$ cat config.mk
export PLATFORM = sky130hd
export DESIGN_NAME = reset_seq
export DESIGN_NICKNAME = d
export VERILOG_FILES = /design/src/rtl/reset_seq_pkg.sv /design/src/rtl/reset_seq.sv
export SDC_FILE = /design/constraint.sdc
export NUM_CORES = 1
export LEC_CHECK = 0
export CAP_MARGIN = 20
export CORE_MARGIN = 4
export CORE_UTILIZATION = 45
export CTS_CLUSTER_DIAMETER = 120
export DETAILED_ROUTE_END_ITERATION = 10
export GPL_TIMING_DRIVEN = 0
export PLACE_DENSITY_LB_ADDON = 0.12
export SKIP_CTS_REPAIR_TIMING = 1
export SLEW_MARGIN = 10
export SYNTH_ARGS = -nofsm -noshare
export SYNTH_HDL_FRONTEND = slang
export SYNTH_SLANG_ARGS = --single-unit
$ cat constraint.sdc
create_clock -name clk -period 3 [get_ports clk]
set_input_delay 0.6 -clock clk [delete_from_list [all_inputs] [get_ports clk]]
set_output_delay 0.6 -clock clk [all_outputs]
set_load 0.02 [all_outputs]
$ cat src/rtl/reset_seq_pkg.sv
// Shared definitions for the reset sequencer: state encoding, default timing
// constants and a parameter-legality helper.
package reset_seq_pkg;

    typedef enum logic [1:0] {
        ASSERT = 2'd0,
        HOLD   = 2'd1,
        STEP   = 2'd2,
        DONE   = 2'd3
    } state_t;

    localparam int DEF_NUM_STAGES = 3;
    localparam int DEF_MIN_ASSERT = 8;
    localparam int DEF_STAGE_GAP  = 16;
    localparam int DEF_CNT_W      = 8;

    // The counter must reach both terminal values without wrapping.
    function automatic bit params_ok(input int num_stages, input int min_assert,
                                     input int stage_gap, input int cnt_w);
        int mx;
        mx = (min_assert > stage_gap) ? min_assert : stage_gap;
        return (num_stages >= 1) && (num_stages <= 8) &&
               (min_assert >= 1) && (stage_gap >= 1) &&
               (cnt_w >= 1) && (cnt_w < 31) && ((1 << cnt_w) > mx);
    endfunction

endpackage

$ cat src/rtl/reset_seq.sv
// Sequenced release of NUM_STAGES active-low domain resets after the system
// reset request drops. Optional software re-sequence input: RESET_SEQ_SWRST_EN.
module reset_seq
    import reset_seq_pkg::*;
#(
    parameter int NUM_STAGES = DEF_NUM_STAGES,
    parameter int MIN_ASSERT = DEF_MIN_ASSERT,
    parameter int STAGE_GAP  = DEF_STAGE_GAP,
    parameter int CNT_W      = DEF_CNT_W
) (
    input  logic                  clk,
    input  logic                  rst_n,
    input  logic                  rst_req_in,
`ifdef RESET_SEQ_SWRST_EN
    input  logic                  sw_rst_req,
`endif
    output logic [NUM_STAGES-1:0] rst_n_out,
    output logic                  all_released,
    output logic                  busy
);

    localparam int SIDX_W = (NUM_STAGES > 1) ? $clog2(NUM_STAGES) : 1;
    localparam logic [CNT_W-1:0]  HOLD_LAST = CNT_W'(MIN_ASSERT - 1);
    localparam logic [CNT_W-1:0]  GAP_LAST  = CNT_W'(STAGE_GAP - 1);
    localparam logic [SIDX_W-1:0] IDX_LAST  = SIDX_W'(NUM_STAGES - 1);

    if (!params_ok(NUM_STAGES, MIN_ASSERT, STAGE_GAP, CNT_W)) begin : g_bad_params
        $error("reset_seq: illegal parameter combination");
    end

    state_t            state;
    logic [CNT_W-1:0]  cnt;
    logic [SIDX_W-1:0] stage_idx;
    logic              seen_req;
    logic              sw_req;
    logic              abort_req;
    logic              start_req;

`ifdef RESET_SEQ_SWRST_EN
    assign sw_req = sw_rst_req;
`else
    assign sw_req = 1'b0;
`endif

    assign abort_req = rst_req_in | sw_req;
    // seen_req keeps the outputs asserted until the generator has produced a pulse.
    assign start_req = !rst_req_in && (seen_req || sw_req);

    always_ff @(posedge clk) begin
        if (!rst_n) begin
            state        <= ASSERT;
            cnt          <= '0;
            stage_idx    <= '0;
            seen_req     <= 1'b0;
            rst_n_out    <= '0;
            all_released <= 1'b0;
            busy         <= 1'b0;
        end else begin
            if (rst_req_in)
                seen_req <= 1'b1;

            if (state != ASSERT && abort_req) begin
                state        <= ASSERT;
                cnt          <= '0;
                stage_idx    <= '0;
                rst_n_out    <= '0;
                all_released <= 1'b0;
                busy         <= 1'b0;
            end else begin
                case (state)
                    ASSERT: begin
                        cnt          <= '0;
                        stage_idx    <= '0;
                        rst_n_out    <= '0;
                        all_released <= 1'b0;
                        busy         <= 1'b0;
                        if (start_req) begin
                            state <= HOLD;
                            busy  <= 1'b1;
                        end
                    end
                    HOLD: begin
                        if (cnt == HOLD_LAST) begin
                            state     <= STEP;
                            cnt       <= '0;
                            stage_idx <= '0;
                            rst_n_out <= NUM_STAGES'(1);
                        end else begin
                            cnt <= cnt + CNT_W'(1);
                        end
                    end
                    STEP: begin
                        if (stage_idx == IDX_LAST) begin
                            state        <= DONE;
                            cnt          <= '0;
                            all_released <= 1'b1;
                            busy         <= 1'b0;
                        end else if (cnt == GAP_LAST) begin
                            // Shifting in a one keeps the release mask a thermometer code.
                            rst_n_out <= (rst_n_out << 1) | NUM_STAGES'(1);
                            stage_idx <= stage_idx + SIDX_W'(1);
                            cnt       <= '0;
                        end else begin
                            cnt <= cnt + CNT_W'(1);
                        end
                    end
                    DONE: begin
                        cnt <= '0;
                    end
                    default: state <= ASSERT;
                endcase
            end
        end
    end

endmodule

==> impl_metrics.json <==
{
  "core_um2": 1940,
  "num_vias": 688,
  "synth_nets": 109,
  "initial_core_util_pct": 47.0,
  "setup_viol": 0,
  "postSynthCellCount": 99,
  "grt_max_degree": 11,
  "rows": 16,
  "hp-class": "register to register",
  "cpMaxStageDelayCell": "o21ai_0",
  "ys_ff_latch": 18,
  "drive_gt1_share_pct": 11.8,
  "gr-usage-all-layers_pct": 14.3,
  "cts.sinks": 18,
  "antenna_cells": 0,
  "synth-seq-area-share_pct": 39.5,
  "path_delay_family": "compound AO/OA/AOI/OAI gates",
  "utilization_pct": 54.3,
  "slew_violations": 0,
  "cts_tree": "done",
  "wl_per_cell_um": 11.4,
  "setup.worst_path.end_class": "register",
  "cts_buffer_depth": 2,
  "period_share_pct": 64.1,
  "die_w_um": 53.1,
  "drt_iter0_drc": 8,
  "timing.fmax_ghz": 0.520,
  "timing.slew.headroom_pct": 59.0,
  "cts_root_buf": "clkbuf_4",
  "grt_pass1_wl_mm": 2.88,
  "h-tree-depth": 1,
  "cp.required_ps": 3180,
  "die_area_um2": 2810,
  "critPathMaxStageDelay_ps": 500,
  "avgSynthCellArea_um2": 9.23,
  "overflow": 0,
  "ios": 8,
  "nFillCells": 178,
  "via_per_inst": 5.02,
  "worstSetupPathType": "input pin to register",
  "rsz0062_at_grt": "no",
  "cp-start-kind": "input pin",
  "cts_buffers": 3,
  "critPathArrivalTime_ps": 2110,
  "whs_ps": 449,
  "hold_viol_final": 0,
  "post-dp-hpwl_mm": 1.16,
  "worstPathMaxFanout": 7,
  "routabilityCongestion": 0.703,
  "route.detailed.drc": 0,
  "cap_violations": 0,
  "status": "complete, no violations",
  "antenna_found_initial": 0,
  "clock_latency_ps": 300,
  "die_h_um": 53.1,
  "port_buffers": 7,
  "firstDrtPassIters": 4,
  "finalSetupTns_ps": 0,
  "antenna_left": 0,
  "nets": 121,
  "synth_cell_types": 30,
  "leakage_nw": 0.437,
  "syn_to_final_growth_pct": 15.3,
  "powerDensity_nw_per_um2": 670,
  "grt_pass1_vias": 660,
  "layout_min_cycle_time_ps": 1920,
  "worstMarginPinSlew_ps": 609,
  "critPathBufInv": 2,
  "yosys_warnings": 0,
  "peakVddDrop_mv": 0.305,
  "routed_wl_mm": 1.56,
  "path_clk_slew_ps": 90,
  "crit_chain": "clkdlybuf4s50_1 > inv_1 > o21ai_0 > a311o_1 > nor2_1",
  "skew_ps": 13.6,
  "syn_area_um2": 913
}
[Yosys cell counts, drive strengths merged]
cell type,n,area [um2]
dfxtp,18,360
nor2,11,41.3
nand2,10,37.5
ha,7,87.6
inv,7,26.3
mux2i,6,60.1
nand3,5,25.0
xor2,5,43.8
and3,3,20.0
a211oi,2,15.0
a21oi,2,21.3
buf,2,10.0
nand2b,2,12.5
o21a,2,15.0
o21ai,2,10.0
or2,2,12.5
xnor2,2,17.5
a22oi,1,7.51
a311o,1,10.0
a31o,1,8.76
and2,1,6.26
and2b,1,7.51
clkbuf,1,3.75
nand3b,1,7.51
nor3,1,5.00
nor3b,1,7.51
nor4,1,21.3
o211ai,1,12.5
[per-layer routing]
metal | part of all wire, % | GRT usage, % | routed length, um
met1 | 51 | 17.9 | 802
met2 | 42 | 21.5 | 650
met3 | 3.6 | 3.10 | 56
met4 | 3.1 | 9.79 | 49
met5 | 0 | 0 | 0
[final timing paths]
path | from | endpoint | slack, ps | depth (start not counted)
max | rst_req_in | cnt[5] | 1080 | 5
min | cnt[0] | cnt[0] | 450 | 1
max reg2reg | state[0] | cnt[5] | 1140 | 5
min reg2reg | cnt[0] | cnt[0] | 450 | 1
[metrics by stage]
stage                     power, mW  instances  instance area [um2]  setup WS [ps]
after floorplan               0.499         99                  913           1430
after global placement        0.556        133                 1020            763
after detailed placement      0.564        133                 1020            783
after CTS                     0.719        137                 1050           1090
after global routing          0.763        137                 1050            939
final                         0.706        137                 1050           1080
[cells in the final DEF (no fill, tap or decap), types with 3 or more instances in the layout]
cell,synthesis,routed
nand2_1,10,10
mux2i_1,6,6
nor2_1,11,11
nand3_1,5,5
dfxtp_1,18,18
clkdlybuf4s50_1,0,7
ha_1,7,7
xor2_1,5,5
clkbuf_4,0,3
inv_1,7,7
[kinds of logic after synthesis]
group	count (synthesis)	share of synthesized area, %
mux	6	6.58
flops	18	39.5
xor+xnor	7	6.71
buf+inv	10	4.38
simple gates	39	22.3
compound gates	12	11.0
fa+ha+maj	7	9.59
[cell type report]
| type | instances | area (um2) | area share, % |
|---|---|---|---|
| well taps | 27 | 33.8 | 3.21 |
| plain buffers | 3 | 13.8 | 1.31 |
| inverters | 7 | 26.3 | 2.49 |
| repair buffers | 7 | 70.1 | 6.65 |
| clock buffers | 4 | 36.3 | 3.44 |
| flip-flops and latches | 18 | 360 | 34.2 |
| multi-input cells | 71 | 513 | 48.7 |
[registers in the layout, summed over array words and instances, names as in the netlist]
register,count
all_released,1
busy,1
cnt,8
rst_n_out,3
seen_req,1
stage_idx,2
state,2
[power by group]
part	total, mW	switching, mW	internal, mW	leakage (nW)
combinational	0.272	0.156	0.117	0.270
sequential	0.283	0.0191	0.264	0.146
clock	0.151	0.0767	0.0741	0.0210
total	0.706	0.251	0.455	0.437
(Power assumes the default switching activity.)
